[config.mk]
export PLATFORM = sky130hd
export DESIGN_NAME = mac_sequencer
export DESIGN_NICKNAME = d
export VERILOG_FILES = /design/src/rtl/mac_pkg.sv /design/src/rtl/wallace.sv /design/src/rtl/mac_sequencer.sv
export SDC_FILE = /design/constraint.sdc
export NUM_CORES = 1
export LEC_CHECK = 0
export CORE_MARGIN = 10
export CORE_UTILIZATION = 50
export DETAILED_ROUTE_END_ITERATION = 10
export GPL_ROUTABILITY_DRIVEN = 0
export PLACE_DENSITY = 0.7
export SLEW_MARGIN = 20
export SYNTH_ARGS = -nofsm -noshare
export SYNTH_HDL_FRONTEND = slang
export SYNTH_SLANG_ARGS = --single-unit
[constraint.sdc]
create_clock -name clk -period 6 [get_ports clk]
set_input_delay 0.9 -clock clk [delete_from_list [all_inputs] [get_ports clk]]
set_output_delay 0.9 -clock clk [all_outputs]
set_load 0.05 [all_outputs]
[src/rtl/mac_pkg.sv]
// ---------------------------------------------------------------
// mac_pkg : shared types and widths for the MAC sequencer
// Rev 1.0 : initial release
// ---------------------------------------------------------------
`default_nettype none

package mac_pkg;
  localparam int OP_W   = 8;
  localparam int PROD_W = 16;

  typedef enum logic [1:0] {
    IDLE  = 2'd0,
    RUN   = 2'd1,
    DRAIN = 2'd2,
    DONE  = 2'd3
  } state_t;
endpackage

`default_nettype wire

[src/rtl/wallace.sv]
// ---------------------------------------------------------------
// wallace : combinational 8x8 unsigned carry-save tree multiplier
// Rev 1.0 : initial release
// ---------------------------------------------------------------
`default_nettype none

module wallace
  import mac_pkg::*;
(
  input  logic [OP_W-1:0]   i_a,
  input  logic [OP_W-1:0]   i_b,
  output logic [PROD_W-1:0] o_p
);

  logic [PROD_W-1:0] w_pp [OP_W];

  for (genvar i = 0; i < OP_W; i++) begin : g_pp
    assign w_pp[i] = PROD_W'(i_a & {OP_W{i_b[i]}}) << i;
  end

  // Carries beyond bit 15 only add multiples of 2^16, so truncation is exact.
  function automatic logic [2*PROD_W-1:0] csa(input logic [PROD_W-1:0] x,
                                               input logic [PROD_W-1:0] y,
                                               input logic [PROD_W-1:0] z);
    logic [PROD_W-1:0] s;
    logic [PROD_W-1:0] c;
    s = x ^ y ^ z;
    c = ((x & y) | (x & z) | (y & z)) << 1;
    return {c, s};
  endfunction

  logic [PROD_W-1:0] w_s1a, w_c1a, w_s1b, w_c1b;
  logic [PROD_W-1:0] w_s2a, w_c2a, w_s2b, w_c2b;
  logic [PROD_W-1:0] w_s3, w_c3, w_s4, w_c4;

  assign {w_c1a, w_s1a} = csa(w_pp[0], w_pp[1], w_pp[2]);
  assign {w_c1b, w_s1b} = csa(w_pp[3], w_pp[4], w_pp[5]);
  assign {w_c2a, w_s2a} = csa(w_s1a, w_c1a, w_s1b);
  assign {w_c2b, w_s2b} = csa(w_c1b, w_pp[6], w_pp[7]);
  assign {w_c3, w_s3}   = csa(w_s2a, w_c2a, w_s2b);
  assign {w_c4, w_s4}   = csa(w_s3, w_c3, w_c2b);

  assign o_p = w_s4 + w_c4;

endmodule

`default_nettype wire

[src/rtl/mac_sequencer.sv]
// ---------------------------------------------------------------
// mac_sequencer : dot-product engine time-sharing one 8x8 multiplier
// Rev 1.0 : initial release
// ---------------------------------------------------------------
`default_nettype none

module mac_sequencer
  import mac_pkg::*;
#(
  parameter int ACC_W = 24,
  parameter int LEN_W = 8
) (
  input  logic             clk,
  input  logic             rst,
  input  logic             start,
  input  logic [LEN_W-1:0] len,
  output logic             busy,
  input  logic             in_valid,
  output logic             in_ready,
  input  logic [OP_W-1:0]  in_a,
  input  logic [OP_W-1:0]  in_b,
  output logic             out_valid,
  input  logic             out_ready,
  output logic [ACC_W-1:0] out_acc,
  output logic             out_ovf
);

  state_t             r_state;
  state_t             w_next;
  logic [LEN_W-1:0]   r_len_q;
  logic [LEN_W-1:0]   r_cnt;
  logic [ACC_W-1:0]   r_prod_q;
  logic               r_prod_v;
  logic [ACC_W-1:0]   r_acc;
  logic               r_ovf;

  logic [PROD_W-1:0]  w_prod;
  logic               w_hs;
  logic               w_last;
  logic               w_accept;
  logic [ACC_W:0]     w_sum;

  wallace u_mul (
    .i_a (in_a),
    .i_b (in_b),
    .o_p (w_prod)
  );

  assign w_hs     = in_valid && (r_state == RUN);
  assign w_last   = (r_cnt == (r_len_q - LEN_W'(1)));
  assign w_accept = start && (r_state == IDLE);
  assign w_sum    = {1'b0, r_acc} + {1'b0, r_prod_q};

  always_comb begin
    w_next = r_state;
    case (r_state)
      IDLE:    if (start) w_next = (len != '0) ? RUN : DONE;
      RUN:     if (w_hs && w_last) w_next = DRAIN;
      DRAIN:   w_next = DONE;
      DONE:    if (out_ready) w_next = IDLE;
      default: w_next = IDLE;
    endcase
  end

  always_ff @(posedge clk) begin
    if (rst) r_state <= IDLE;
    else     r_state <= w_next;
  end

  // The accumulator is only touched when a product is pending; a new job
  // clears it in IDLE, where no product can be pending.
  always_ff @(posedge clk) begin
    if (rst) begin
      r_len_q  <= '0;
      r_cnt    <= '0;
      r_prod_q <= '0;
      r_prod_v <= 1'b0;
      r_acc    <= '0;
      r_ovf    <= 1'b0;
    end else begin
      r_prod_v <= w_hs;
      if (w_hs) begin
        r_prod_q <= ACC_W'(w_prod);
        r_cnt    <= r_cnt + LEN_W'(1);
      end
      if (w_accept) begin
        r_acc <= '0;
        r_ovf <= 1'b0;
        r_cnt <= '0;
        if (len != '0) r_len_q <= len;
      end else if (r_prod_v) begin
        r_acc <= w_sum[ACC_W-1:0];
        r_ovf <= r_ovf | w_sum[ACC_W];
      end
    end
  end

  assign busy      = (r_state != IDLE);
  assign in_ready  = (r_state == RUN);
  assign out_valid = (r_state == DONE);
  assign out_acc   = r_acc;
  assign out_ovf   = r_ovf;

endmodule

`default_nettype wire

* Word level (Yosys, flattened, before mapping)
Index checks and enable logic that the tools add are counted.
** Word-level totals
- Logic and storage cells :: 83
- Flip-flop bits (word level) :: 60
- Bits of input ports :: 29
- Output and inout bits :: 28
** Operators by class
- Muxes and demuxes :: 5
- Reduce and logical (&&, ||, !) cells :: 9
- Add/sub/neg operators :: 4
- Bitwise gates (word level) :: 51
- Equality and inequality tests :: 7
** Operator list (number)
- $and A15 B15 Y15 :: 18
- $or A15 B15 Y15 :: 12
- $xor A16 B16 Y16 :: 8
- $and A8 B8 Y8 :: 8
- $add A24 B16 Y25 :: 1
- $add A16 B16 Y16 :: 1
- $xor A16 B10 Y16 :: 1
- $xor A16 B13 Y16 :: 1
- $xor A16 B14 Y16 :: 1
- $xor A16 B15 Y16 :: 1
- $add A8 B1 Y8 const B :: 1
- $eq A8 B8 Y1 :: 1
- $mux W2 :: 4
- $pmux W2 S4 :: 1
- $reduce_bool A8 Y1 :: 1
- $sub A8 B1 Y8 const B :: 1
- $eq A2 B2 Y1 const B :: 2
- $ne A2 B1 Y1 const B :: 2
- $logic_and A1 B1 Y1 :: 3
- $reduce_and A3 Y1 :: 1
- $eq A2 B1 Y1 const B :: 1
- $logic_not A2 Y1 :: 1
- $ne A2 B2 Y1 const B :: 1
- $reduce_and A2 Y1 :: 1
- other kinds (3) :: 3

* Depth between registers and ports, before layout
Gate-level depths: netlist of run 1.
- Depth after elaboration :: 14
- Mapped depth :: 16
- Mapped depth without buffers :: 16

* Modules after synthesis
A second synthesis of run 1 with hierarchy kept.
** Unflattened totals
- Cells, all modules :: 610
- Area, all modules :: 5225.0 um2
** Modules (own cells, without submodules)
- mac_sequencer :: instances 1, area each 3353.2 um2, seq. area each 1201.2 um2, cells each 404
- wallace :: instances 1, area each 1871.8 um2, seq. area each 0.0 um2, cells each 206

* Worst setup path after synthesis of run 1
Ideal clock, no wire load.
- Kind :: input-to-reg
- Start point :: input port in_a[5]
- End point :: register r_prod_q[15]
- Arrival :: 4.684 ns
- Required time :: 5.938 ns
- Buffers on the path :: 0
- Library setup time :: 0.062 ns
- Stages on the path :: 16
- Setup slack :: 1.254 ns
- Cell sequence :: and2_1 > fa_1 > inv_1 > fa_1 > inv_1 > fa_1 > inv_1 > fa_1 > inv_1 > ha_1 > o21a_1 > o31a_1 > o211ai_1 > a21oi_1 > or4_1 > nand3_1
** On the way
- Cells in the longest elaborated chain, start to end :: 14
- Elaborated cells on any way between the ends :: 51
** Ends and longest elaborated chain
- start: declaration :: RTL line mac_sequencer.sv:20 : input logic [OP_W-1:0] in_a,
- $and A8 B8 Y8 :: RTL line wallace.sv:18 : assign w_pp[i] = PROD_W'(i_a & {OP_W{i_b[i]}}) << i;
- $and A15 B15 Y15 :: RTL line wallace.sv:28 : c = ((x & y) | (x & z) | (y & z)) << 1;
- $or A15 B15 Y15 (2 in a row) :: RTL line wallace.sv:28
- $and A15 B15 Y15 :: RTL line wallace.sv:28
- $or A15 B15 Y15 (2 in a row) :: RTL line wallace.sv:28
- $and A15 B15 Y15 :: RTL line wallace.sv:28
- $or A15 B15 Y15 (2 in a row) :: RTL line wallace.sv:28
- $and A15 B15 Y15 :: RTL line wallace.sv:28
- $or A15 B15 Y15 (2 in a row) :: RTL line wallace.sv:28
- $add A16 B16 Y16 (*) :: RTL line wallace.sv:43 : assign o_p = w_s4 + w_c4;
- end signal: assignment :: RTL line mac_sequencer.sv:83 : r_prod_q <= ACC_W'(w_prod);
- end: declaration :: RTL line mac_sequencer.sv:32 : logic [ACC_W-1:0] r_prod_q;
Mark *: on every way between the ends. The rest lies on a longest branch, timed or not.
A chain may end at the register's enable or synchronous reset.

* Worst setup path after layout of run 1
- Start point :: input port in_b[0]
- End point :: register r_prod_q[15]
** On the way
- Cells in the longest elaborated chain, start to end :: 14
- Elaborated cells on any way between the ends :: 29
** Ends and longest elaborated chain
- start: declaration :: RTL line mac_sequencer.sv:21 : input logic [OP_W-1:0] in_b,
- $and A8 B8 Y8 (*) :: RTL line wallace.sv:18
- $and A15 B15 Y15 :: RTL line wallace.sv:28
- $or A15 B15 Y15 (2 in a row) :: RTL line wallace.sv:28
- $and A15 B15 Y15 :: RTL line wallace.sv:28
- $or A15 B15 Y15 (2 in a row) :: RTL line wallace.sv:28
- $and A15 B15 Y15 :: RTL line wallace.sv:28
- $or A15 B15 Y15 (2 in a row) :: RTL line wallace.sv:28
- $and A15 B15 Y15 :: RTL line wallace.sv:28
- $or A15 B15 Y15 (2 in a row) :: RTL line wallace.sv:28
- $add A16 B16 Y16 (*) :: RTL line wallace.sv:43
Marked as above.

==> results of run 1 <==
worst max-delay path: stages:
cell	delay, ps
clkdlybuf4s50_1	620
nand2_1	120
fa_1	510
fa_1	520
fa_1	520
fa_1	550
inv_1	50
ha_1	320
nor2b_1	170
o31a_1	280
o211ai_1	210
a21oi_1	100
or4_1	500
nand3_1	70
area by class of cell:
type	count	area share (%)
multi-input combinational	532	63.64
timing repair buffer	59	9.094
tap	140	2.732
inverter	52	3.044
clock buffer	12	2.576
sequential	60	18.75
clock inverter	2	0.1561
worst max-delay path by stage:
stage               startpoint            to  slack [ps]  cells past startpoint
floorplan              in_a[5]  r_prod_q[15]        1250                     16
global placement       in_a[5]  r_prod_q[15]         550                     17
detailed placement     in_b[0]  r_prod_q[15]         480                     14
CTS                    in_b[0]  r_prod_q[15]         840                     14
global route           in_b[0]  r_prod_q[14]         570                     14
finish                 in_b[0]  r_prod_q[15]         830                     14
per-stage QoR:
step / total power, mW / hold slack, ps / instance area, µm² / worst slack [ps]
after floorplan: 1.177 / 435.6 / 5572 / 1254
after global placement: 1.367 / 452.5 / 6235 / 546.7
after detailed placement: 1.405 / 462.0 / 6235 / 481.3
after CTS: 1.749 / 469.8 / 6410 / 838.9
after global routing: 1.890 / 500.2 / 6411 / 571.6
final: 1.735 / 464.5 / 6411 / 830.1
state kept, by name, summed over array words and instances (netlist names):
register and cells:
r_prod_q 16, out_ovf 1, r_prod_v 1, r_cnt 8
r_len_q 8, out_acc 24, r_state 2
power breakdown:
| part | total, mW | switching [mW] | internal [mW] |
|---|---|---|---|
| Combinational | 0.882 | 0.517 | 0.364 |
| Sequential | 0.517 | 0.0668 | 0.450 |
| Clock | 0.336 | 0.159 | 0.178 |
| Total | 1.73 | 0.743 | 0.992 |
cells in the final DEF, fill, tap and decap left out, types with 13 or more instances in the layout:
cell type         n
nand3_1          27
fa_1             40
a21oi_1          33
nor4_1           13
nand2_1          80
xnor2_1          13
ha_1             48
dfxtp_1          59
and2_1           38
nor2_1           43
clkdlybuf4s50_1  56
mux2i_1          16
inv_1            52
o21ai_0          29
kinds of logic (layout without fill, tap and decap cells):
family                     count (synthesis)  after routing
and+or+nand+nor                          281            281
AOI/OAI and AO/OA                        124            124
adders and majority gates                 88             88
buffers and inverters                     78            125
DFF                                       60             60
xor gates and xnor gates                  22             22
muxes                                     17             17
metal layers:
layer	up-vias	track usage, %	share of wire [%]
met5	-	0	0
met4	0	5.352	1.1
met3	14	3.084	4.0
met2	101	27.04	47
met1	2283	21.26	48
li1	2451	-	-
==> out/results.txt, run 1 <==
Max Buffers Root-to-Sink: 2
Vias in the first global route: 4855
Crit path capture type: flip-flop
Crit path DAT: 5450 ps
H-Tree Depth: 3
Initial drt markers: 355
Final wirelength: 13020 µm
CTS sink cnt: 60
Worst-margin pin slew: 874.8 ps
Worst hold path startpoint: r_prod_q[11]
Chip Width: 125.6 µm
Via count: 4849
Initial antenna violation count: 0
# hold bufs at CTS: 0
Final worst path period share: 86.17%
Gr ovfl total: 0
Post-cts resize count: 0
Io pins: 57
Final number of setup-violating endpoints: 0
Synth warn: 0
EDFF count, synth: 0
Status: finished clean
R2R depth: 7
Global-route usage over all layers: 16.48%
Mux cell area share after synthesis: 3.077%
Largest cells by area after synthesis: dfxtp_1 22%, fa_1 14%, ha_1 11%
Critical path class: primary input to flip-flop
Leak: 2.636 nW
Synth Area in Simple Gates: 26.61%
Clock skew: 13.19 ps
Main combinational cell family by area after synthesis: simple AND/OR/NAND/NOR gates
Syn Inst Count: 670
Synth Cell Area: 5572 µm²
Root cell of the clock tree: clkbuf_8
Row count: 38
Seq/Total Area, Yosys: 21.56%
Fin. Hold Viols: 0
Worst Hold Path EP: r_prod_q[11]
Cts bufs inserted: 9
Number of remaining DRC errors: 0
End-of-flow core utilization: 58.88%
Ys async rst share: 0%
Most frequent cell after synthesis: nand2_1
Drt wl/cell: 15.19 µm
DRT antenna net count: 0
Reg-to-Reg Start: r_prod_q[1]
ANT cells: 0
Die area: 15770 µm²
Inst Count DP: 843
Post-synthesis adder-cell area fraction: 25.15%
Dominant cell type by area after synthesis: dfxtp_1
Fmax: 193.4 MHz
Rel. slew slack: 41.54%
Cells on Worst Hold Path: 2
Worst-path fanout max: 8
Vias per inst: 5.658
Post-Layout Cell Count: 857
Area Growth Syn to Fin: 15.07%
Syn Nets: 787
Clock Latency Late Sink: 340 ps
VDD IR max: 0.1514 mV
R2R Setup Slk: 3350 ps
Fin. max-slew vios: 0
Share of layout cells above drive strength 1: 4.324%
Hold Path Class: flip-flop to flip-flop
HPWL after DPL: 10150 µm
Clock-pin slew on the worst setup and hold paths: 60 ps
CTS tree: built
Top cells by count, synth: 80 x nand2_1, 60 x dfxtp_1, 52 x inv_1
Postcts setup bufs: 0
Crit path time final: 5170 ps
Synth Register Bits: 60
Largest net degree at the start of global routing: 35
Layout fillers: 1026
CP Launch Type: primary input
Ys flop type: dfxtp_1
FF/Latch Area: 1202 µm²
Maxcap violations: 0
Multi-input gate area: 4080 µm²
Post-synthesis compound-gate area fraction: 14.87%
First-pass GRT wire length: 22630 µm
Die Y: 125.6 µm
Post-synth top area share: 21.56%
Synth Area in XOR/XNOR: 3.458%
Cell variety after synth: 60
PwrDens: 270.6 nW/µm²
Pre-antenna DRT Iters: 7
Worst R2R End: out_acc[21]
Nets: 831
Setup TNS: 0 ps
Unrepaired setup endpoints after global routing: no
Port Buf Inserts: 56
Syn Area/Cell: 8.316 µm²
Critical Path RT: 6280 ps
Starting density of the core: 51.17%
Core footprint: 10890 µm²
(Power assumes the default switching activity.)
==> run 2, diff against run 1 <==
--- a/config.mk
+++ b/config.mk
@@ -6,10 +6,10 @@
 export NUM_CORES = 1
 export LEC_CHECK = 0
 export CORE_MARGIN = 10
-export CORE_UTILIZATION = 50
+export CORE_UTILIZATION = 59
 export DETAILED_ROUTE_END_ITERATION = 10
 export GPL_ROUTABILITY_DRIVEN = 0
-export PLACE_DENSITY = 0.7
+export PLACE_DENSITY = 0.8
 export SLEW_MARGIN = 20
 export SYNTH_ARGS = -nofsm -noshare
 export SYNTH_HDL_FRONTEND = slang
==> out/results.txt, run 2 (same netlist as run 1, synthesis figures left out) <==
Leak: 2.655 nW
Share of layout cells above drive strength 1: 4.451%
Crit path capture type: flip-flop
Inst Count DP: 814
Hold Path Class: flip-flop to flip-flop
Chip Width: 117.2 µm
Crit path DAT: 5490 ps
Die area: 13730 µm²
Post-Layout Cell Count: 830
DRT antenna net count: 0
Number of remaining DRC errors: 0
Postcts setup bufs: 0
Final number of setup-violating endpoints: 0
Initial drt markers: 416
Via count: 5021
Post-cts resize count: 0
Critical path origin: in_b[0]
First-pass GRT wire length: 22330 µm
Vias in the first global route: 4941
CP Launch Type: primary input
Worst-path fanout max: 8
HPWL after DPL: 9993 µm
Setup TNS: 0 ps
PwrDens: 282.1 nW/µm²
Cts bufs inserted: 9
Io pins: 57
Final worst path period share: 86.58%
# hold bufs at CTS: 0
Row count: 35
Largest net degree at the start of global routing: 35
CTS tree: built
Slowest-stage cell, CP: clkdlybuf4s50_1
Worst hold path startpoint: r_prod_q[5]
Root cell of the clock tree: clkbuf_8
Gr ovfl total: 0
Max Buffers Root-to-Sink: 2
Port Buf Inserts: 56
Die Y: 117.2 µm
Nets: 831
Most common cell on crit path: fa_1
Fin. Hold Viols: 0
Crit path time final: 5195 ps
Critical path class: primary input to flip-flop
Critical path cell sequence: clkdlybuf4s50_1 -> nand2_1 -> fa_1 -> fa_1 -> fa_1 -> fa_1 -> inv_1 -> ha_1 -> nor2b_1 -> o31a_1 -> o211ai_1 -> a21oi_1 -> or4_1 -> nand3_1
Commonest cells after routing, fill and taps aside: 80 x nand2_1, 60 x dfxtp_1, 56 x clkdlybuf4s50_1
CTS sink cnt: 60
Clock-pin slew on the worst setup and hold paths: 70 ps
Vias per inst: 6.049
VDD IR max: 0.2717 mV
Final wirelength: 13120 µm
Reg-to-Reg Start: out_acc[8]
H-Tree Depth: 3
Initial antenna violation count: 0
Clock Latency Late Sink: 350 ps
Commonest non-fill, non-tap cell in the layout: nand2_1
ANT cells: 0
Layout fillers: 757
Rel. slew slack: 42.98%
Fmax: 192.5 MHz
Worst-margin pin slew: 853.3 ps
Unrepaired setup endpoints after global routing: no
Critical Path RT: 6290 ps
Status: finished clean
Clock skew: 17.70 ps
Drt wl/cell: 15.80 µm
Power, Total: 1.813 mW
Global-route usage over all layers: 19.74%
CP max stage delay: 620 ps
Number of flip-flops in the largest register: 24
Fin. max-slew vios: 0
Core footprint: 9196 µm²
Starting density of the core: 60.59%
Area Growth Syn to Fin: 15.36%
Pre-antenna DRT Iters: 5
Maxcap violations: 0
-- run 2: cell types whose count changed in the layout (fill, tap and decap cells not counted), sizes merged --
| cell | before | now |
|---|---|---|
| clkinvlp | 0 | 1 |
| bufinv | 0 | 1 |
| clkinv | 2 | 1 |
| clkbuf | 12 | 13 |
-- run 2: final cells by class --
class / instances / area, µm² / share of cell area [%]
clock buffer: 13 / 178.9 / 2.784
timing repair buffer: 59 / 583.1 / 9.071
sequential: 60 / 1201 / 18.69
inverter: 52 / 195.2 / 3.037
tap: 111 / 138.9 / 2.161
clock inverter: 3 / 42.54 / 0.6619
multi-input combinational: 532 / 4088 / 63.60
-- run 2: path summary, 6_finish.rpt --
path	endpoint	cells after the start	slack [ps]
worst max-delay path	r_prod_q[15]	14	810
worst min-delay path	r_prod_q[5]	2	460
worst max register to register	out_acc[21]	7	3300
worst min register to register	r_prod_q[5]	2	460
-- run 2: worst max-delay path: cells and delay by family --
kind / cells / cell delay (ps)
AO/OA/AOI/OAI: 3 / 580
buffers and inverters: 2 / 660
adder cells (fa/ha/maj): 5 / 2430
AND/OR/NAND/NOR: 4 / 890
-- run 2: per-stage QoR --
step / util, % / setup WS [ps] / hold WS, ps / instance area, µm²
4_1_cts: 69.81 / 830.3 / 462.8 / 6420
6_report: 69.89 / 805.1 / 464.1 / 6427
2_1_floorplan: - / 1254 / 435.6 / 5572
3_3_place_gp: 67.40 / 572.6 / 453.7 / 6198
3_5_place_dp: 67.40 / 452.3 / 453.7 / 6198
5_1_grt: 69.89 / 624.5 / 498.7 / 6427
-- run 2: layer usage --
metal	share of wire, %	vias to the layer above	global-route usage, %	routed length [µm]
met1	45	2377	25.09	5864
met2	48	167	32.72	6311
met3	5.8	16	3.517	762
li1	-	2461	-	-
met5	0	-	0	0
met4	1.4	0	7.331	178
-- run 2: report_power, final --
group	leakage, nW	internal, mW	switching [mW]
Sequential	0.486	0.449	0.0591
Clock	0.112	0.237	0.171
Combinational	2.06	0.365	0.532
Total	2.65	1.05	0.762
